## src/rtl/iq_pkg.sv

```systemverilog
// Shared sizing constants and per-entry state type for the issue-queue
// ready tracker.
package iq_pkg;
  localparam int DEPTH      = 32;
  localparam int INDEX      = 5;
  localparam int ISSUE_W    = 4;
  localparam int DISPATCH_W = 4;

  typedef logic [INDEX-1:0] iq_idx_t;
  typedef logic [INDEX:0]   iq_cnt_t;

  typedef struct packed {
    logic valid;
    logic rdy1;
    logic rdy2;
  } iq_rdy_t;
endpackage

```

## src/rtl/iq_ready_entry.sv

```systemverilog
// One issue-queue entry: valid plus two sticky operand-ready bits.
// Update priority is flush, then dispatch, then grant, then wakeup.
module iq_ready_entry
  import iq_pkg::*;
(
  input  logic                  clk,
  input  logic                  reset,
  input  logic                  hit1_i,
  input  logic                  hit2_i,
  input  logic [DISPATCH_W-1:0] dispSel_i,
  input  logic [DISPATCH_W-1:0] dispSrc1Rdy_i,
  input  logic [DISPATCH_W-1:0] dispSrc2Rdy_i,
  input  logic                  grant_i,
  input  logic                  flush_i,
  output logic                  valid_o,
  output logic                  req_o
);

  iq_rdy_t state_q, state_d;

  always_comb begin
    state_d = state_q;
    if (flush_i) begin
      state_d = '0;
    end else if (|dispSel_i) begin
      // Dispatch ignores same-cycle wakeup: the CAM still holds the old tags.
      state_d.valid = 1'b1;
      state_d.rdy1  = |(dispSel_i & dispSrc1Rdy_i);
      state_d.rdy2  = |(dispSel_i & dispSrc2Rdy_i);
    end else if (grant_i) begin
      state_d = '0;
    end else if (state_q.valid) begin
      state_d.rdy1 = state_q.rdy1 | hit1_i;
      state_d.rdy2 = state_q.rdy2 | hit2_i;
    end
  end

  always_ff @(posedge clk or negedge reset) begin
    if (!reset) state_q <= '0;
    else        state_q <= state_d;
  end

  assign valid_o = state_q.valid;
  assign req_o   = state_q.valid & state_q.rdy1 & state_q.rdy2;

endmodule

```

## src/rtl/iq_ready_tracker.sv

```systemverilog
// Issue-queue operand-ready tracker: folds wakeup CAM matches into per-entry
// ready state, handles dispatch/grant/flush and keeps an occupancy count.
module iq_ready_tracker
  import iq_pkg::*;
(
  input  logic                        clk,
  input  logic                        reset,
  input  logic [ISSUE_W-1:0]          tagValid_i,
  input  logic [ISSUE_W*DEPTH-1:0]    src1Vect_i,
  input  logic [ISSUE_W*DEPTH-1:0]    src2Vect_i,
  input  logic [DISPATCH_W-1:0]       dispValid_i,
  input  logic [DISPATCH_W*INDEX-1:0] dispAddr_i,
  input  logic [DISPATCH_W-1:0]       dispSrc1Rdy_i,
  input  logic [DISPATCH_W-1:0]       dispSrc2Rdy_i,
  input  logic [DEPTH-1:0]            grantVect_i,
  input  logic                        flush_i,
  output logic [DEPTH-1:0]            reqVect_o,
  output logic [INDEX:0]              occupancy_o
);

  logic [DEPTH-1:0]                 hit1, hit2;
  logic [DEPTH-1:0][DISPATCH_W-1:0] dispSel;
  logic [DEPTH-1:0]                 dispAny;
  logic [DEPTH-1:0]                 valid;
  logic [INDEX+1:0]                 nDisp, nGrant, occSum;
  iq_cnt_t                          occ_q, occ_d;

  always_comb begin
    hit1 = '0;
    hit2 = '0;
    for (int p = 0; p < ISSUE_W; p++) begin
      if (tagValid_i[p]) begin
        hit1 = hit1 | src1Vect_i[p*DEPTH +: DEPTH];
        hit2 = hit2 | src2Vect_i[p*DEPTH +: DEPTH];
      end
    end
  end

  always_comb begin
    dispSel = '0;
    for (int e = 0; e < DEPTH; e++) begin
      for (int d = 0; d < DISPATCH_W; d++) begin
        dispSel[e][d] = dispValid_i[d] && (dispAddr_i[d*INDEX +: INDEX] == iq_idx_t'(e));
      end
      dispAny[e] = |dispSel[e];
    end
  end

  for (genvar e = 0; e < DEPTH; e++) begin : g_entry
    iq_ready_entry u_entry (
      .clk           (clk),
      .reset         (reset),
      .hit1_i        (hit1[e]),
      .hit2_i        (hit2[e]),
      .dispSel_i     (dispSel[e]),
      .dispSrc1Rdy_i (dispSrc1Rdy_i),
      .dispSrc2Rdy_i (dispSrc2Rdy_i),
      .grant_i       (grantVect_i[e]),
      .flush_i       (flush_i),
      .valid_o       (valid[e]),
      .req_o         (reqVect_o[e])
    );
  end

  // A grant on an entry re-dispatched in the same cycle is not a release.
  always_comb begin
    nDisp  = '0;
    nGrant = '0;
    for (int e = 0; e < DEPTH; e++) begin
      nDisp  = nDisp  + (INDEX+2)'(dispAny[e] & ~valid[e]);
      nGrant = nGrant + (INDEX+2)'(grantVect_i[e] & valid[e] & ~dispAny[e]);
    end
    occSum = (INDEX+2)'(occ_q) + nDisp - nGrant;
    occ_d  = flush_i ? '0 : iq_cnt_t'(occSum);
  end

  always_ff @(posedge clk or negedge reset) begin
    if (!reset) occ_q <= '0;
    else        occ_q <= occ_d;
  end

  assign occupancy_o = occ_q;

`ifndef SYNTHESIS
  logic errDupAddr, errDispValid, errGrant, errOcc;

  always_comb begin
    errDupAddr = 1'b0;
    for (int i = 0; i < DISPATCH_W; i++) begin
      for (int j = i + 1; j < DISPATCH_W; j++) begin
        if (dispValid_i[i] && dispValid_i[j] &&
            dispAddr_i[i*INDEX +: INDEX] == dispAddr_i[j*INDEX +: INDEX])
          errDupAddr = 1'b1;
      end
    end
    errDispValid = |(dispAny & valid & ~grantVect_i);
    errGrant     = |(grantVect_i & ~reqVect_o);
    errOcc       = (occ_q > iq_cnt_t'(DEPTH));
  end

  a_dup_addr:   assert property (@(posedge clk) disable iff (!reset) !errDupAddr)
    else $error("iq_ready_tracker: two dispatch lanes share an address");
  a_disp_valid: assert property (@(posedge clk) disable iff (!reset) !errDispValid)
    else $error("iq_ready_tracker: dispatch to a valid entry");
  a_grant:      assert property (@(posedge clk) disable iff (!reset) !errGrant)
    else $error("iq_ready_tracker: grant of a non-requesting entry");
  a_occ:        assert property (@(posedge clk) disable iff (!reset) !errOcc)
    else $error("iq_ready_tracker: occupancy above depth");
`endif

endmodule

```

## config.mk

```make
export PLATFORM = sky130hd
export DESIGN_NAME = iq_ready_tracker
export DESIGN_NICKNAME = d
export VERILOG_FILES = /design/src/rtl/iq_pkg.sv /design/src/rtl/iq_ready_entry.sv /design/src/rtl/iq_ready_tracker.sv
export SDC_FILE = /design/constraint.sdc
export NUM_CORES = 1
export LEC_CHECK = 0
export CORE_MARGIN = 4
export CORE_UTILIZATION = 40
export DETAILED_ROUTE_END_ITERATION = 6
export PLACE_DENSITY = 0.82
export SYNTH_ARGS = -nofsm -noshare
export SYNTH_HDL_FRONTEND = slang
export SYNTH_SLANG_ARGS = --single-unit
```

## constraint.sdc

```tcl
create_clock -name clk -period 5.6 [get_ports clk]
set_input_delay 0.84 -clock clk [delete_from_list [all_inputs] [get_ports clk]]
set_output_delay 0.84 -clock clk [all_outputs]
set_load 0.02 [all_outputs]
```

* Word level (Yosys, flattened, before mapping)
Cells that the tools add are included.
** Storage, ports and cells
- Output and inout port bits :: 38
- Register bits after elaboration :: 102
- Input bits :: 327
- Logic and storage cells :: 1104
** Operators by class
- Bitwise logic cells :: 358
- Reduce and logical (&&, ||, !) cells :: 292
- Eq/ne operators :: 124
- $add $sub $neg :: 64
- Mux-type cells :: 169
** Operators with widths (number)
- $and A1 B6 Y6 :: 64
- $not A1 Y6 :: 64
- $reduce_or A4 Y1 :: 96
- $add A6 B6 Y6 :: 63
- $eq A5 B5 Y1 const B :: 64
- $and A4 B4 Y4 :: 64
- $mux W32 :: 8
- $mux W3 :: 64
- $or A32 B32 Y32 :: 6
- $eq A5 B4 Y1 const B :: 32
- $logic_and A1 B1 Y1 :: 128
- $mux W2 :: 64
- $reduce_bool A4 Y1 :: 32
- $and A1 B1 Y1 :: 96
- $reduce_bool A3 Y1 :: 32
- $eq A5 B3 Y1 const B :: 16
- $or A1 B1 Y1 :: 64
- $eq A5 B2 Y1 const B :: 8
- $mux W1 :: 32
- $eq A5 B1 Y1 const B :: 4
- $logic_not A5 Y1 :: 4
- $mux W6 :: 1
- $sub A6 B6 Y6 :: 1

* Logic depth before layout (Yosys ltp)
- Word-level depth :: 38
- Gate-level depth with buffers :: 28
- Mapped depth without buffers :: 26

* By module
A second synthesis with hierarchy kept.
** Second synthesis, totals
- Cell total of the unflattened synthesis :: 1210
- Area total of the unflattened synthesis :: 9914.5 sq um
** Modules (own cells, without submodules)
- iq_ready_entry :: seq. area each 75.1 sq um, instances 32, area an instance 165.2 sq um, cells each 17
- iq_ready_tracker :: seq. area each 150.1 sq um, instances 1, area an instance 4629.4 sq um, cells each 666

* Worst setup path before layout
No wires, ideal clock.
- Path kind :: input -> register
- Start :: in dispAddr_i[10]
- End :: reg occ_q[5], in the netlist occupancy_o[5]
- Path buffers :: 2
- Arrival :: 7.037 ns
- Data required time :: 5.468 ns
- Cell stages on the path :: 25
- Slack :: -1.569 ns
- Library setup time :: 0.132 ns
- Cells stage by stage :: buf_2 > or4b_4 > buf_6 > o22ai_1 > a211oi_1 > and3_1 > fa_1 > fa_1 > fa_1 > inv_1 > fa_1 > fa_1 > fa_1 > fa_1 > inv_1 > fa_1 > inv_1 > ha_1 > inv_1 > fa_1 > inv_1 > a21o_1 > a21oi_1 > xnor2_1 > nor2_1
** Between the ends
- Cells in the longest elaborated chain, start to end :: 38
- Elaborated cells between the ends (all ways) :: 257
- Those cells by class :: 64 x add/sub; 31 x eq/ne; 1 x mux; 96 x bitwise; 65 x reduce/logical
** Ends and longest elaborated chain
- start, declared :: line iq_ready_tracker.sv:12 : input logic [DISPATCH_W*INDEX-1:0] dispAddr_i,
- $eq A5 B1 Y1 or $logic_not A5 Y1 (tied branches) :: line iq_ready_tracker.sv:43 : dispSel[e][d] = dispValid_i[d] && (dispAddr_i[d*INDEX +: INDEX] == iq_idx_t'(e));
- $logic_and A1 B1 Y1 :: line iq_ready_tracker.sv:43
- $reduce_or A4 Y1 :: line iq_ready_tracker.sv:45 : dispAny[e] = |dispSel[e];
- $and A1 B6 Y6 or $not A1 Y6 (tied branches) :: line iq_ready_tracker.sv:70, iq_ready_tracker.sv:71
- $add A6 B6 Y6 or $and A1 B6 Y6 (tied branches) :: line iq_ready_tracker.sv:70, iq_ready_tracker.sv:71
- $add A6 B6 Y6 (on tied branches) (30 in series) :: line iq_ready_tracker.sv:70, iq_ready_tracker.sv:71
- $add A6 B6 Y6 (on tied branches) :: line iq_ready_tracker.sv:73, iq_ready_tracker.sv:71
- $sub A6 B6 Y6 * :: line iq_ready_tracker.sv:73 : occSum = (INDEX+2)'(occ_q) + nDisp - nGrant;
- $mux W6 * :: line iq_ready_tracker.sv:74 : occ_d = flush_i ? '0 : iq_cnt_t'(occSum);
- via occ_d[5] :: line iq_ready_tracker.sv:26 : iq_cnt_t occ_q, occ_d;
- end signal, assigned :: line iq_ready_tracker.sv:78 : if (!reset) occ_q <= '0;
- end signal, assigned :: line iq_ready_tracker.sv:79 : else occ_q <= occ_d;
- end, declared :: line iq_ready_tracker.sv:26
Mark *: on every way through the listed nets, which the timed path passes. The rest lies on a longest branch.
A chain may end at the register's enable or synchronous reset.

* Worst setup path after layout
- Start :: in dispAddr_i[11]
- End :: reg occ_q[5], in the netlist occupancy_o[5]
Same word-level chain as after synthesis.

==> key figures <==
STA
  – Max_slew headroom: 0.1221
  – Tightest Pin Transition: 1317 ps
  – Max-slew violations: 0
  – RSZ-0062 raised after global routing: true
  – Setup violators final: 6
  – Final number of hold-violating endpoints: 0
  – Max Clock Skew: 11.03 ps
  – Final worst path period need: 7023 ps
  – Final Cycle Share: 1.254
  – Max frequency: 142.4 MHz
  – Final WS setup: -1423 ps

Yosys
  – Main synth FF type: dfrtp_1
  – Mapped Nets: 1672
  – Cell variety after synth: between 60 and 70
  – Synth top area cells: dfrtp_1 (24%), fa_1 (11%), a22oi_1 (9.3%), o22ai_1 (7.2%), a21oi_1 (5.9%)
  – Main combinational cell family by area after synthesis: compound AO/OA/AOI/OAI gates
  – Mapped cell area: 10560 sq um
  – Leading cell types by count after synthesis: a22oi_1 (131), a21oi_1 (125), o22ai_1 (121)
  – Most common cell in the netlist: a22oi_1
  – Post-synthesis area per instance: between 8 and 9 sq um
  – Number of synthesized register bits: 102
  – Async SR Flop Fraction: 1.000
  – Synth Area in Adders: 0.1273
  – Post-synth EDFFs: 0
  – Post-synth top area share: 0.2417
  – Synth Warn #: 0
  – Post-Synth Simple-Gate Area: 0.2242
  – Post-synthesis compound-gate area fraction: 0.3168
  – Seq/Total Area, Yosys: 0.2417
  – Synth area leader: dfrtp_1
  – Mux cell area share after synthesis: 0
  – Xor/xnor share of the synthesized area: 0.004976
  – Post-Syn Instances: 1273

Clocking
  – Clock sink count: 102
  – Root buf cell: clkbuf_16
  – TritonCTS buffer count: 9
  – Clk_lat worst skew: between 300 and 400 ps
  – Clock tree buffer depth: 2
  – Reg clk slew, reported paths: around 80 ps
  – CTS tree: built
  – H-tree levels: 3

Routing
  – Vias per cell: 6.314
  – Vias: 13700
  – Drt total wl: 53.66 mm
  – WL/cell: 24.74 um
  – # DRC: 3
  – Antenna Nets Post-Route: 0
  – Initial drt markers: around 1600
  – 1st-pass router iterations: 7

Setup path
  – CP max-delay cell: fa_2
  – Endpoint class of the critical path: flop
  – CP startpoint: dispAddr_i[11]
  – Crit-path max cell delay: a little under 600 ps
  – Critical Path End: occupancy_o[5]
  – Crit Path Max Fanout: 4
  – Reg-to-reg startpoint: g_entry[22].u_entry.valid_o
  – Reg2Reg Capture Point: occupancy_o[5]
  – Cell depth of the worst flop-to-flop path: 21
  – Worst Setup Start Kind: primary input
  – CP required: 5840 ps
  – Kind of critical path: in2reg
  – Arrival time worst endpoint: 7260 ps
  – Most frequent CP cell: fa_2
  – Reg2reg setup slack: -320 ps

Floorplan
  – Die Footprint: about 29000 sq um
  – Die width: 170.5 um
  – Total core area: roughly 26000 sq um
  – Die H: 170.5 um
  – Ports: 365
  – Rows: 59
  – Initial Util: 0.4064

Worst hold path
  – Worst hold-check path type: in2async

Cells and area
  – Nets: 2228
  – Share of cells above drive strength 1: 0.2770
  – Cell area after layout: 17320 sq um
  – FILL cells: 2105
  – # diodes: 0
  – Util after Layout: 0.6664
  – Area Overhead vs Synth: 63.98%

Placed design
  – Port Buf Inserts: 364
  – Area after DPL: 15920 sq um
  – Setup WS pre-CTS: -2280 ps
  – Routability cong.: 1.096
  – Post-DP HPWL: between 40 and 50 mm

Power and ir drop
  – P_leak: 7.168 nW
  – Power density over the cells: 286.9 nW/um^2
  – Worst VDD drop: 755.5 uV

Global routing
  – GRT Total Usage: 0.3481
  – Vias in the first global route: 13750
  – Initial antenna violation count: 1
  – GR Overflow Total: 0
  – Pin count of the biggest net entering global routing: 65
  – First-pass GRT wire length: 77.67 mm

Outcome
  – Status: finished, violations left
  – Failing checks: design-rule violations, negative setup slack

Run
  – Max-Cap Viols: 0
==> placed cells by master, fill, tap and decap left out, drive strengths merged, types with 5 or more instances in the layout <==
cell type / netlist / routed
a21boi: 5 / 5
a21oi: 125 / 125
a221oi: 20 / 20
a22oi: 131 / 131
a31oi: 8 / 8
a32oi: 6 / 6
and3: 53 / 53
buf: 81 / 327
clkbuf: 43 / 17
clkdlybuf4s50: 0 / 334
dfrtp: 102 / 102
fa: 59 / 59
ha: 13 / 13
inv: 65 / 68
nand2: 90 / 90
nand2b: 41 / 41
nand3: 15 / 15
nand3b: 6 / 6
nand4b: 11 / 11
nand4bb: 10 / 10
nor2: 88 / 88
nor2b: 10 / 10
nor3: 25 / 25
nor3b: 5 / 5
o221a: 8 / 8
o221ai: 7 / 7
o22a: 5 / 5
o22ai: 121 / 121
o31a: 21 / 21
or2: 15 / 15
or3b: 24 / 24
or4: 10 / 10
==> cell families after synthesis <==
logic type | Yosys count
AOI/OAI and AO/OA | 483
and+or+nand+nor | 420
buffers and inverters | 190
DFF | 102
adders and majority gates | 72
xor gates and xnor gates | 6
==> how the worst min path moves through the flow <==
stage,from,end,cells past startpoint
5_1_grt,reset,g_entry[4].u_entry.state_q[1],1
2_1_floorplan,g_entry[31].u_entry.state_q[0],g_entry[31].u_entry.state_q[0],2
3_3_place_gp,g_entry[31].u_entry.state_q[0],g_entry[31].u_entry.state_q[0],2
3_5_place_dp,g_entry[31].u_entry.state_q[0],g_entry[31].u_entry.state_q[0],2
4_1_cts,reset,g_entry[4].u_entry.state_q[1],1
6_report,reset,g_entry[4].u_entry.state_q[0],1
==> layout make-up <==
type | count | area, sq um | share of cell area
multi-input combinational | 981 | 7802 | 0.4506
timing repair buffer | 669 | 5989 | 0.3459
sequential | 102 | 2552 | 0.1474
tap | 335 | 419.2 | 0.02421
inverter | 66 | 247.7 | 0.01431
clock buffer | 10 | 229.0 | 0.01322
clock inverter | 6 | 76.32 | 0.004408
==> per-layer routing <==
metal / wire length, um / share of wire / up-vias / global-route usage
met5: 7 / 0.00013 / - / 0
met4: 3034 / 0.057 / 2 / 0.1573
met3: 6104 / 0.11 / 240 / 0.09315
met2: 24620 / 0.46 / 984 / 0.5688
met1: 19890 / 0.37 / 6564 / 0.4318
li1: - / - / 5905 / -
==> where the power goes <==
part | switching, mW | total [mW] | internal, mW
combinational | 1.68 | 3.45 | 1.77
sequential | 0.0327 | 0.833 | 0.801
clock | 0.327 | 0.683 | 0.356
total | 2.05 | 4.97 | 2.92
==> through the flow <==
stage / power [mW] / cells / hold WS (ps) / TNS [ps]
after detailed placement: 3.924 / 2104 / 495.6 / -11960
after global routing: 5.396 / 2169 / 523.9 / -6924
final: 4.968 / 2169 / 476.4 / -6291
after floorplan: 2.866 / 1273 / 464.3 / -6062
after global placement: 3.762 / 2104 / 495.4 / -11910
after CTS: 4.747 / 2149 / 506.5 / -6078
==> state kept, by name (all words and copies together), names as in the netlist <==
register and flops:
g_entry.u_entry.valid_o 32, g_entry.u_entry.state_q 64, occupancy_o 6
==> worst max-delay path: cells and delay by family <==
| family | cells | cell delay (ps) |
|---|---|---|
| adder cells (fa/ha/maj) | 10 | 4410 |
| buffers and inverters | 9 | 760 |
| AND/OR/NAND/NOR | 4 | 750 |
| AO/OA/AOI/OAI | 3 | 370 |
| XOR/XNOR | 1 | 120 |
==> what timing repair did <==
action | 4_1_cts | 5_1_grt
gates resized for setup | 179 | 102
setup endpoints to repair | 6 | 6
setup buffers | 30 | 21
pin swaps | 57 | 70
hold buffers | 0 | 0
Note: power is estimated with default switching activity, not from simulation.
